File: src/rtl/i2c_slave_fifo.sv
// i2c_slave_fifo
//   I2C slave with byte-wide receive and transmit FIFOs, masked address
//   match, optional general-call response and automatic clock stretching
//   when the receive FIFO is full or the transmit FIFO is empty.
//
// Ports
//   clk, rst_n            single clock, synchronous active-low reset
//   slave_en              0 = force IDLE, flush both FIFOs, release bus
//   local_addr, addr_mask 7-bit device address; mask bit 1 = compare bit
//   rx_rd_en, rx_data,    host side of the receive FIFO (show-ahead head)
//   rx_empty, rx_level
//   tx_wr_en, tx_data_i,  host side of the transmit FIFO
//   tx_full, tx_level
//   addr_match, gen_call, transfer status (registered)
//   trans_dir
//   get_nack, trans_stop, one-cycle event pulses
//   bus_err
//   stretching            high while this slave holds SCL low
//   scl_i, sda_i          synchronised pad inputs
//   scl_o, sda_o          open-drain drives, 1 = release
//   dbg_state             current FSM state encoding
//
// FIFO handshake: rx_rd_en / tx_wr_en (and the engine's internal push/pop)
// act as valid; ~rx_empty / ~tx_full act as ready. A strobe is accepted in
// a cycle only when its ready is high; a strobe without ready is dropped.
// A push and a pop in the same cycle are both accepted and the level holds.
module i2c_slave_fifo #(
    parameter int RX_DEPTH = 4,
    parameter int TX_DEPTH = 4,
    parameter bit GC_EN    = 1'b1
) (
    input  logic                            clk,
    input  logic                            rst_n,
    input  logic                            slave_en,
    input  logic [6:0]                      local_addr,
    input  logic [6:0]                      addr_mask,
    input  logic                            rx_rd_en,
    output logic [7:0]                      rx_data,
    output logic                            rx_empty,
    output logic [$clog2(RX_DEPTH+1)-1:0]   rx_level,
    input  logic                            tx_wr_en,
    input  logic [7:0]                      tx_data_i,
    output logic                            tx_full,
    output logic [$clog2(TX_DEPTH+1)-1:0]   tx_level,
    output logic                            addr_match,
    output logic                            gen_call,
    output logic                            trans_dir,
    output logic                            get_nack,
    output logic                            trans_stop,
    output logic                            bus_err,
    output logic                            stretching,
    input  logic                            scl_i,
    input  logic                            sda_i,
    output logic                            scl_o,
    output logic                            sda_o,
    output logic [3:0]                      dbg_state
);

    localparam int RX_AW = $clog2(RX_DEPTH);
    localparam int RX_LW = $clog2(RX_DEPTH + 1);
    localparam int TX_AW = $clog2(TX_DEPTH);
    localparam int TX_LW = $clog2(TX_DEPTH + 1);

    typedef enum logic [3:0] {
        IDLE       = 4'd0,
        ADDR       = 4'd1,
        ADDR_ACK   = 4'd2,
        RX_DATA    = 4'd3,
        RX_ACK     = 4'd4,
        STRETCH_RX = 4'd5,
        TX_DATA    = 4'd6,
        TX_ACK     = 4'd7,
        STRETCH_TX = 4'd8,
        WAIT_STOP  = 4'd9
    } state_t;

    state_t      state, state_nxt;
    logic        scl_last, sda_last;
    logic [7:0]  shift, shift_nxt;
    logic [6:0]  tx_sh, tx_sh_nxt;      // remaining bits of the byte being sent
    logic [2:0]  bit_cnt, bit_cnt_nxt;
    logic        byte_done, byte_done_nxt; // 8th rise of the byte has been seen
    logic        sda_nxt, scl_nxt;
    logic        addr_match_nxt, gen_call_nxt, trans_dir_nxt;
    logic        get_nack_nxt, trans_stop_nxt, bus_err_nxt;
    logic        rx_push, tx_pop, do_load;

    logic        rise, fall, start, stop;
    logic        gc_hit, addr_hit;
    logic        rx_full, tx_empty;
    logic [7:0]  tx_head;

    // ------------------------------------------------------------ edges
    assign rise  = ~scl_last & scl_i;
    assign fall  = scl_last & ~scl_i;
    assign start = slave_en & scl_i & sda_last & ~sda_i;
    assign stop  = slave_en & scl_i & ~sda_last & sda_i;

    assign gc_hit   = GC_EN && (shift == 8'h00);
    assign addr_hit = ((shift[7:1] & addr_mask) == (local_addr & addr_mask)) || gc_hit;

    assign stretching = ~scl_o;
    assign dbg_state  = state;

    // ------------------------------------------------------------ FSM next state
    always_comb begin
        state_nxt      = state;
        shift_nxt      = shift;
        tx_sh_nxt      = tx_sh;
        bit_cnt_nxt    = bit_cnt;
        byte_done_nxt  = byte_done;
        sda_nxt        = sda_o;
        scl_nxt        = scl_o;
        addr_match_nxt = addr_match;
        gen_call_nxt   = gen_call;
        trans_dir_nxt  = trans_dir;
        get_nack_nxt   = 1'b0;
        trans_stop_nxt = 1'b0;
        bus_err_nxt    = 1'b0;
        rx_push        = 1'b0;
        tx_pop         = 1'b0;
        do_load        = 1'b0;

        if (!slave_en) begin
            state_nxt      = IDLE;
            sda_nxt        = 1'b1;
            scl_nxt        = 1'b1;
            bit_cnt_nxt    = 3'd0;
            byte_done_nxt  = 1'b0;
            addr_match_nxt = 1'b0;
            gen_call_nxt   = 1'b0;
            trans_dir_nxt  = 1'b0;
        end else if (start || stop) begin
            // A start/stop part-way through a data byte is a framing error.
            if ((state == RX_DATA || state == TX_DATA) && bit_cnt != 3'd0)
                bus_err_nxt = 1'b1;
            if (stop)
                trans_stop_nxt = addr_match;
            state_nxt      = start ? ADDR : IDLE;
            sda_nxt        = 1'b1;
            scl_nxt        = 1'b1;
            bit_cnt_nxt    = 3'd0;
            byte_done_nxt  = 1'b0;
            addr_match_nxt = 1'b0;
            gen_call_nxt   = 1'b0;
        end else begin
            // Only data-bit clocks are counted; ACK clocks leave the counter at 0.
            if (rise && (state == ADDR || state == RX_DATA || state == TX_DATA)) begin
                shift_nxt   = {shift[6:0], sda_i};
                bit_cnt_nxt = bit_cnt + 3'd1;
                if (bit_cnt == 3'd7)
                    byte_done_nxt = 1'b1;
            end

            unique case (state)
                ADDR: begin
                    if (fall && byte_done) begin
                        byte_done_nxt = 1'b0;
                        if (addr_hit) begin
                            sda_nxt        = 1'b0;
                            addr_match_nxt = 1'b1;
                            trans_dir_nxt  = shift[0];
                            gen_call_nxt   = gc_hit;
                            state_nxt      = ADDR_ACK;
                        end else begin
                            state_nxt = WAIT_STOP;
                        end
                    end
                end
                ADDR_ACK: begin
                    if (fall) begin
                        if (!trans_dir) begin
                            sda_nxt   = 1'b1;
                            state_nxt = RX_DATA;
                        end else begin
                            do_load = 1'b1;
                        end
                    end
                end
                RX_DATA: begin
                    if (fall && byte_done) begin
                        byte_done_nxt = 1'b0;
                        if (!rx_full) begin
                            rx_push   = 1'b1;
                            sda_nxt   = 1'b0;
                            state_nxt = RX_ACK;
                        end else begin
                            scl_nxt   = 1'b0;
                            state_nxt = STRETCH_RX;
                        end
                    end
                end
                STRETCH_RX: begin
                    scl_nxt = 1'b0;
                    if (!rx_full) begin
                        rx_push   = 1'b1;
                        sda_nxt   = 1'b0;
                        scl_nxt   = 1'b1;
                        state_nxt = RX_ACK;
                    end
                end
                RX_ACK: begin
                    if (fall) begin
                        sda_nxt   = 1'b1;
                        state_nxt = RX_DATA;
                    end
                end
                TX_DATA: begin
                    if (fall) begin
                        if (byte_done) begin
                            byte_done_nxt = 1'b0;
                            sda_nxt       = 1'b1;
                            state_nxt     = TX_ACK;
                        end else begin
                            sda_nxt   = tx_sh[6];
                            tx_sh_nxt = {tx_sh[5:0], 1'b0};
                        end
                    end
                end
                STRETCH_TX: begin
                    scl_nxt = 1'b0;
                    if (!tx_empty)
                        do_load = 1'b1;
                end
                TX_ACK: begin
                    if (rise && sda_i) begin
                        // Master NACK ends the read; stay off the bus until stop.
                        get_nack_nxt = 1'b1;
                        sda_nxt      = 1'b1;
                        state_nxt    = WAIT_STOP;
                    end else if (fall) begin
                        do_load = 1'b1;
                    end
                end
                WAIT_STOP: begin
                    sda_nxt = 1'b1;
                    scl_nxt = 1'b1;
                end
                default: ;
            endcase

            // Fetch the next byte to send, or hold SCL low until the host supplies one.
            if (do_load) begin
                if (!tx_empty) begin
                    tx_pop    = 1'b1;
                    tx_sh_nxt = tx_head[6:0];
                    sda_nxt   = tx_head[7];
                    scl_nxt   = 1'b1;
                    state_nxt = TX_DATA;
                end else begin
                    sda_nxt   = 1'b1;
                    scl_nxt   = 1'b0;
                    state_nxt = STRETCH_TX;
                end
            end
        end
    end

    // ------------------------------------------------------------ FSM registers
    always_ff @(posedge clk) begin
        if (!rst_n) begin
            state      <= IDLE;
            scl_last   <= 1'b1;
            sda_last   <= 1'b1;
            shift      <= 8'h00;
            tx_sh      <= 7'h00;
            bit_cnt    <= 3'd0;
            byte_done  <= 1'b0;
            sda_o      <= 1'b1;
            scl_o      <= 1'b1;
            addr_match <= 1'b0;
            gen_call   <= 1'b0;
            trans_dir  <= 1'b0;
            get_nack   <= 1'b0;
            trans_stop <= 1'b0;
            bus_err    <= 1'b0;
        end else begin
            state      <= state_nxt;
            scl_last   <= scl_i;
            sda_last   <= sda_i;
            shift      <= shift_nxt;
            tx_sh      <= tx_sh_nxt;
            bit_cnt    <= bit_cnt_nxt;
            byte_done  <= byte_done_nxt;
            sda_o      <= sda_nxt;
            scl_o      <= scl_nxt;
            addr_match <= addr_match_nxt;
            gen_call   <= gen_call_nxt;
            trans_dir  <= trans_dir_nxt;
            get_nack   <= get_nack_nxt;
            trans_stop <= trans_stop_nxt;
            bus_err    <= bus_err_nxt;
        end
    end

    // ------------------------------------------------------------ receive FIFO
    logic [7:0]       rx_mem [RX_DEPTH];
    logic [RX_AW-1:0] rx_wr_ptr, rx_rd_ptr;
    logic             rx_push_ok, rx_pop_ok;

    assign rx_empty   = (rx_level == '0);
    assign rx_full    = (rx_level == RX_LW'(RX_DEPTH));
    assign rx_data    = rx_empty ? 8'h00 : rx_mem[rx_rd_ptr];
    assign rx_push_ok = rx_push & ~rx_full;
    assign rx_pop_ok  = rx_rd_en & ~rx_empty;

    always_ff @(posedge clk) begin
        if (rx_push_ok)
            rx_mem[rx_wr_ptr] <= shift;
    end

    always_ff @(posedge clk) begin
        if (!rst_n || !slave_en) begin
            rx_wr_ptr <= '0;
            rx_rd_ptr <= '0;
            rx_level  <= '0;
        end else begin
            if (rx_push_ok)
                rx_wr_ptr <= rx_wr_ptr + RX_AW'(1);
            if (rx_pop_ok)
                rx_rd_ptr <= rx_rd_ptr + RX_AW'(1);
            case ({rx_push_ok, rx_pop_ok})
                2'b10:   rx_level <= rx_level + RX_LW'(1);
                2'b01:   rx_level <= rx_level - RX_LW'(1);
                default: ;
            endcase
        end
    end

    // ------------------------------------------------------------ transmit FIFO
    logic [7:0]       tx_mem [TX_DEPTH];
    logic [TX_AW-1:0] tx_wr_ptr, tx_rd_ptr;
    logic             tx_push_ok, tx_pop_ok;

    assign tx_empty   = (tx_level == '0);
    assign tx_full    = (tx_level == TX_LW'(TX_DEPTH));
    assign tx_head    = tx_mem[tx_rd_ptr];
    assign tx_push_ok = tx_wr_en & ~tx_full;
    assign tx_pop_ok  = tx_pop & ~tx_empty;

    always_ff @(posedge clk) begin
        if (tx_push_ok)
            tx_mem[tx_wr_ptr] <= tx_data_i;
    end

    always_ff @(posedge clk) begin
        if (!rst_n || !slave_en) begin
            tx_wr_ptr <= '0;
            tx_rd_ptr <= '0;
            tx_level  <= '0;
        end else begin
            if (tx_push_ok)
                tx_wr_ptr <= tx_wr_ptr + TX_AW'(1);
            if (tx_pop_ok)
                tx_rd_ptr <= tx_rd_ptr + TX_AW'(1);
            case ({tx_push_ok, tx_pop_ok})
                2'b10:   tx_level <= tx_level + TX_LW'(1);
                2'b01:   tx_level <= tx_level - TX_LW'(1);
                default: ;
            endcase
        end
    end

endmodule

File: config.mk
export PLATFORM = sky130hd
export DESIGN_NAME = i2c_slave_fifo
export DESIGN_NICKNAME = d
export VERILOG_FILES = /design/src/rtl/i2c_slave_fifo.sv
export SDC_FILE = /design/constraint.sdc
export NUM_CORES = 1
export LEC_CHECK = 0
export ABC_AREA = 1
export CAP_MARGIN = 5
export CORE_MARGIN = 3
export CORE_UTILIZATION = 30
export CTS_CLUSTER_DIAMETER = 120
export DETAILED_ROUTE_END_ITERATION = 10
export GPL_TIMING_DRIVEN = 1
export SLEW_MARGIN = 30
export SYNTH_ARGS = -nofsm -noshare
export SYNTH_HDL_FRONTEND = slang
export SYNTH_SLANG_ARGS = --single-unit
File: constraint.sdc
create_clock -name clk -period 3.72 [get_ports clk]
set_input_delay 0.558 -clock clk [delete_from_list [all_inputs] [get_ports clk]]
set_output_delay 0.558 -clock clk [all_outputs]
set_load 0.05 [all_outputs]
# Word-level counts from Yosys, hierarchy flattened
# Memory sizes are Yosys's and may differ from the RTL's. A register that Yosys moved wholly into a read port is not among the register bits.
# Cells that the tools add are included.
[word_totals]
reg_bits = 47
ramBits = 64
in_bits = 29
output_inout_bits = 29
elab_cells = 200
n_memories = 2
[op_classes]
addsub = 9
n_eq_ne = 35
muxes = 73
bitwise = 26
reduce_logical = 34
[mem_list]
columns = ["name", "depth", "word_bits", "rd", "rd_clocked_by_memory_dff", "wr", "line_no", "text"]
rows = [
  ["rx_mem", 4, 8, 1, 1, 1, "297", "logic [7:0] rx_mem [RX_DEPTH];"],
  ["tx_mem", 4, 8, 1, 1, 1, "331", "logic [7:0] tx_mem [TX_DEPTH];"],
]
[op_table]
columns = ["op", "count"]
rows = [
  ["$mux 4", 13],
  ["$mux 1", 42],
  ["$mux 7", 5],
  ["$pmux 4 s7", 1],
  ["$ne 4x4->1 const B", 5],
  ["$reduce_bool 9->1", 2],
  ["$eq 4x3->1 const B", 4],
  ["$and 7x7->7", 2],
  ["$not 1->1", 13],
  ["$ne 3x3->1 const B", 4],
  ["$pmux 3 s2", 2],
  ["$reduce_and 3->1", 4],
  ["$and 1x1->1", 11],
  ["$reduce_and 10->1", 1],
  ["$add 3x1->3 const B", 3],
  ["$eq 3x3->1 const B", 3],
  ["$ne 3x2->1 const B", 3],
  ["$reduce_and 9->1", 1],
  ["$add 2x1->2 const B", 4],
  ["$eq 4x2->1 const B", 2],
  ["$eq 4x4->1 const B", 2],
  ["$logic_not 8->1", 1],
  ["$mux 2", 4],
  ["$mux 8", 1],
  ["other kinds (24)", 44],
]

# Longest topological paths before layout
# Gate-level depths: netlist of the first run.
[logic_depth]
ltp_word = 13
depth_mapped = 14
mapped_depth_nobuf = 14

# Worst setup path before layout of the first run
# No wires, ideal clock.
[synth_timing]
kind = "reg2reg"
startpoint = "register tx_level[2]"
endpoint = "register tx_level[1]"
setup_ps = 120
arrival_time_ps = 3038
required_ps = 3600
slack_ps = 561
stages_incl_launch_ff = 9
path_buffers = 0
period_less_slack_ps = 3159
cell_sequence = "dfxtp_1 inv_1 nor3_1 nor2_1 inv_1 ha_1 fa_1 o21ai_0 a21oi_1"
[synth_via]
elab_cells_between_ends = 17
classes_between = "eq/ne: 3; mux: 8; bitwise: 4; reduce/logical: 2"
[synth_rtl]
columns = ["item", "line_no", "text"]
rows = [
  ["start: declaration", "44", "output logic [$clog2(TX_DEPTH+1)-1:0] tx_level,"],
  ["start signal: assignment", "357", "2'b10: tx_level <= tx_level + TX_LW'(1);"],
  ["start signal: assignment", "358", "2'b01: tx_level <= tx_level - TX_LW'(1);"],
  ["$eq 3x3->1 *", "336", "assign tx_full = (tx_level == TX_LW'(TX_DEPTH));"],
  ["via tx_full", "43", "output logic tx_full,"],
  ["$not 1->1 *", "338", "assign tx_push_ok = tx_wr_en & ~tx_full;"],
  ["$and 1x1->1 *", "338", ""],
  ["$eq 2x1->1 / $eq 2x2->1 (equally long branches)", "356", "case ({tx_push_ok, tx_pop_ok})"],
  ["$pmux 3 s2 / $reduce_bool 2->1 (equally long branches)", "-", ""],
]
# Mark *: on every way through the listed nets, which the timed path passes. The rest lies on a longest branch. The select of a mux whose other input is x is not followed.
# A chain may end at the register's enable or synchronous reset.

==> results.yml, run 1 <==
global_routing:
  antenna_found_initial: 0
  grt_pass1_wl_um: 20400
  grt.total_usage_pct: 13.3
  grt_pass1_vias: 4049
  grt_max_degree: 19
  grt-ovfl-total: 0
placement:
  port_buffers: 57
  pre_cts_ws_ns: 0.500
  place_congestion: 0.866
  hpwl_um: 8940
  place_area_mm2: 0.00611
clock_tree:
  cts_tree: "built"
  htreeDepth: 4
  cts-resized-gates: 0
  cts_buffer_depth: 2
  post_cts_buffers: 0
  clockRootBuffer: "clkbuf_16"
  hold_buffers: 0
  clk_pin_slew_worst_paths_ns: 0.05
  cts_sinks: 115
  cts-buffers-inserted: 17
  insertion_delay_ns: 0.41
critical_path:
  end_kind: "output port"
  critical_path_peak_fanout: 17
  crit_family: "buffers and inverters"
  worstPathArrival_ns: 2.46
  critical_path.cell_chain: "buf_4 > inv_1 > o21ai_0 > a21oi_1 > clkdlybuf4s50_1"
  path_buf_inv: 3
  cpPeakStageDelay_ns: 0.83
  cp.required_ns: 3.16
  start_kind: "flop"
  path_class: "reg -> out"
  cp_slowest_cell: "clkdlybuf4s50_1"
floorplanning:
  die_w_um: 139
  dieArea_mm2: 0.0192
  die_height_um: 139
  start_util_pct: 31.3
  core_area_mm2: 0.0169
  io_pins: 58
  rows: 47
drt:
  wl_per_cell_um: 13.8
  dr_total_vias: 4061
  postRouteAntennaNets: 0
  drc: 0
  drtIter0Drc: 170
  viasPerCell: 4.47
  drt_wl_total_um: 12500
  drtPass1Iterations: 5
flow_run:
  maxCapViolCount: 0
synth:
  ys_async_sr_fraction_pct: 0
  synth_area_leader_cell: "edfxtp_1"
  synth-seq-cells: 115
  synth_edf_count: 64
  syn_nets: 650
  yosys_warnings: 0
  synth.avg_cell_area_um2: 8.71
  synth.distinct_cells: 36
  synth_top_area_share_pct: 36.4
  netlist_area_mm2: 0.00528
  yosysSeqAreaShare_pct: 55.8
  synthTopCellsByArea: "edfxtp_1 (36%), dfxtp_1 (19%), nand2_1 (7.3%)"
  syn-instance-count: 606
  synthFlopType: "edfxtp_1"
  synth_commonest_cells: "nand2_1 (103), nor2_1 (103), inv_1 (76)"
sta:
  setup_viol: 0
  post-route-period-util_pct: 81.2
  whs_ns: 0.469
  finalHoldViolations: 0
  fin_ws_ns: 0.698
  rsz0062_at_grt: "no"
  fmax_mhz: 331
  worst_pin_slew_ns: 0.852
  drv_slew: 0
  relSlewSlack_pct: 43.0
  fin_crit_ns: 3.02
  skew_ns: 0.00555
  setup-tns-final_ns: 0
cells_and_area:
  final_area_mm2: 0.00676
  num_antenna_cells: 0
  layout.nets: 720
  final_core_util_pct: 40.0
  n_fill_cell: 1673
  area_delta_synth_final_pct: 28.0
  layout-drive-gt1-share_pct: 8.56
power:
  power.density_mw_per_mm2: 507
  peakVddDrop_mv: 0.373
  p_leak_uw: 0.00268
outcome:
  status: "finished, final reports clean"
worst_hold_path:
  hold_path.class: "reg -> reg"
-- layout make-up --
class	instances	area, µm²	share of cell area (%)
multi-input cells	397	1970	29.2
well taps	220	275	4.07
repair buffers	61	601	8.89
clock buffers	19	443	6.56
inverters	84	315	4.67
clock inverters	13	205	3.04
flip-flops and latches	115	2940	43.6
-- flip-flops by register name (all words and copies together), names as in the netlist, 2 cells and up, named ones only --
name	flops
tx_mem	32
tx_level	3
rx_wr_ptr	2
rx_rd_ptr	2
shift	8
rx_level	3
tx_sh	7
bit_cnt	3
dbg_state	4
rx_mem	32
tx_rd_ptr	2
tx_wr_ptr	2
-- routing by layer --
metal / track usage, % / wire, µm / vias up
li1: - / - / 2147
met4: 4.94 / 230 / 0
met3: 3.76 / 474 / 20
met2: 23.4 / 6330 / 73
met1: 15.5 / 5510 / 1821
met5: 0 / 0 / -
-- path summary, 6_finish.rpt --
| check | start | end | slack [ns] | depth (start not counted) |
|---|---|---|---|---|
| worst min-delay path | rx_rd_ptr[1] | rx_rd_ptr[1] | 0.47 | 2 |
| worst min register to register | rx_rd_ptr[1] | rx_rd_ptr[1] | 0.47 | 2 |
| worst max register to register | dbg_state[1] | rx_level[2] | 1.19 | 13 |
| worst max-delay path | flop | rx_data[6] | 0.70 | 5 |
-- metrics by stage --
step / power [µW] / std cells
global route: 3560 / 909
finish: 3430 / 909
detailed placement: 1680 / 877
global placement: 1680 / 877
CTS: 3460 / 909
floorplan: 1580 / 606
-- kinds of logic after synthesis --
logic type / Yosys count / synth area share [%]
AOI/OAI and AO/OA: 123 / 12.4
xor gates and xnor gates: 2 / 0.332
adders and majority gates: 15 / 3.84
buffers and inverters: 94 / 6.85
DFF: 115 / 55.8
and+or+nand+nor: 257 / 20.8
-- worst reg2reg max path: stages (launching register included) --
cell and delay [ns]:
dfxtp_1 0.42, inv_2 0.08, nand2_1 0.11, inv_1 0.07, nand2_1 0.17, nor2_1 0.09, o21ai_2 0.37, ha_1 0.21
inv_1 0.07, fa_1 0.37, a21oi_1 0.14, o21ai_0 0.11, o21ai_0 0.15, a21oi_1 0.05
-- cell usage in the layout, fill, tap and decap left out, drive strengths merged, types with 4 or more instances in the layout --
cell type,instances
nand3,22
edfxtp,64
o21ai,62
a21oi,49
ha,13
dfxtp,51
bufinv,5
nand2,109
clkbuf,19
o22ai,6
nor2,109
clkinv,4
clkdlybuf4s50,57
inv,86
nor3,9
buf,4
-- power breakdown --
part / leakage (µW) / switching, µW / internal (µW) / total, µW
combinational: 0.00138 / 176 / 97.8 / 274
clock: 0.000311 / 569 / 1200 / 1770
sequential: 0.000990 / 20.0 / 1360 / 1380
No activity file was read; power rests on OpenSTA's default activity.
==> run 2: changes to the inputs <==
- clock period: 3.72 -> 2.65 ns (I/O delays scaled with it)
==> results.yml, run 2 (synthesis results as in run 1) <==
placement:
  hpwl_um: 8880
  place_area_mm2: 0.00626
  placedCellCount: 899
  port_buffers: 57
  place_congestion: 0.896
  pre_cts_ws_ns: -0.0593
clock_tree:
  clk_pin_slew_worst_paths_ns: 0.06
  cts_buffer_depth: 2
  post_cts_buffers: 0
  cts-buffers-inserted: 17
  cts_tree: "built"
  cts_sinks: 115
  htreeDepth: 4
  clockRootBuffer: "clkbuf_16"
  hold_buffers: 0
  cts-resized-gates: 0
  insertion_delay_ns: 0.41
global_routing:
  grt_max_degree: 18
  grt_pass1_wl_um: 20200
  grt-ovfl-total: 0
  antenna_found_initial: 0
  grt_pass1_vias: 4020
  grt.total_usage_pct: 13.0
power:
  p_leak_uw: 0.00281
  power.total_uw: 4810
  power.density_mw_per_mm2: 696
  peakVddDrop_mv: 0.481
drt:
  drtIter0Drc: 205
  drt_wl_total_um: 12300
  viasPerCell: 4.49
  wl_per_cell_um: 13.2
  postRouteAntennaNets: 0
  drtPass1Iterations: 4
  dr_total_vias: 4176
  drc: 0
critical_path:
  critical_path_peak_fanout: 6
  end_kind: "flop"
  start_kind: "flop"
  worstPathArrival_ns: 2.63
  cp.required_ns: 2.94
  path_class: "reg -> reg"
sta:
  drv_slew: 0
  fin_ws_ns: 0.311
  post-route-period-util_pct: 88.3
  skew_ns: 0.0135
  setup_viol: 0
  fmax_mhz: 428
  rsz0062_at_grt: "no"
  worst_pin_slew_ns: 0.544
  fin_crit_ns: 2.34
  finalHoldViolations: 0
  relSlewSlack_pct: 63.6
cells_and_area:
  final_cells: 931
  reg_top3: "rx_mem: 32 flops, tx_mem: 32 flops, shift: 8 flops"
  area_delta_synth_final_pct: 31.0
  num_antenna_cells: 0
  final_core_util_pct: 41.0
  layout-drive-gt1-share_pct: 12.8
  layout_common_cells: "nor2_1 (103), nand2_1 (103), inv_1 (76)"
  final_area_mm2: 0.00692
  layout.nets: 742
  n_fill_cell: 1676
floorplanning:
  rows: 47
  start_util_pct: 31.3
  die_height_um: 139
  core_area_mm2: 0.0169
  dieArea_mm2: 0.0192
  die_w_um: 139
  io_pins: 58
outcome:
  status: "finished, final reports clean"
flow_run:
  maxCapViolCount: 0
worst_hold_path:
  hold_path.class: "reg -> reg"
-- run 2: cell types whose count changed in the layout (fill, tap and decap cells not counted) --
cell             delta
buf_4              +30
clkdlybuf4s50_1     -8
clkinv_1            -1
clkinv_4            +2
clkinvlp_4          +1
inv_6               -2
nor3_1              -1
nor3_4              +1
-- run 2: area by class of cell --
| class | instances | area [µm²] | share of cell area (%) |
|---|---|---|---|
| inverters | 84 | 315 | 4.56 |
| well taps | 220 | 275 | 3.98 |
| flip-flops and latches | 115 | 2940 | 42.6 |
| multi-input cells | 397 | 1980 | 28.7 |
| repair buffers | 83 | 746 | 10.8 |
| clock buffers | 19 | 443 | 6.40 |
| clock inverters | 13 | 209 | 3.02 |
-- run 2: stage by stage --
| stage | hold WS, ns | setup TNS [ns] |
|---|---|---|
| floorplan | 0.436 | -0.0326 |
| global placement | 0.455 | -0.0312 |
| detailed placement | 0.462 | -0.0593 |
| CTS | 0.469 | 0 |
| global route | 0.498 | 0 |
| finish | 0.460 | 0 |
-- run 2: final timing paths --
kind                start  slack (ns)          end  cells after the start
min            addr_match        0.46   trans_stop                      2
max reg2reg  dbg_state[3]        0.31  tx_level[2]                     13
min reg2reg    addr_match        0.46   trans_stop                      2
max          dbg_state[3]        0.31  tx_level[2]                     13
-- run 2: worst max-delay path, stage by stage (launching register included) --
cell and delay (ns):
dfxtp_1 0.46, nor2_1 0.15, nand3_1 0.14, nand2_1 0.09, nand2_1 0.11, o31ai_4 0.11
nand2_4 0.10, nor2_4 0.05, ha_1 0.20, fa_1 0.38, a21oi_1 0.12, o21ai_0 0.11
o21ai_0 0.15, a21oi_1 0.05
-- run 2: routing by layer --
layer / vias up / global-route usage [%] / share of wire [%] / routed length, µm
li1: 2192 / - / - / -
met1: 1899 / 15.3 / 45 / 5520
met2: 71 / 22.4 / 49 / 6050
met3: 14 / 4.03 / 4.0 / 489
met4: 0 / 4.74 / 1.8 / 220
met5: - / 0 / 0 / 0
-- run 2: report_power, final --
part	switching [µW]	total, µW	internal, µW
combinational	244	392	148
clock	796	2490	1690
sequential	26.9	1940	1910
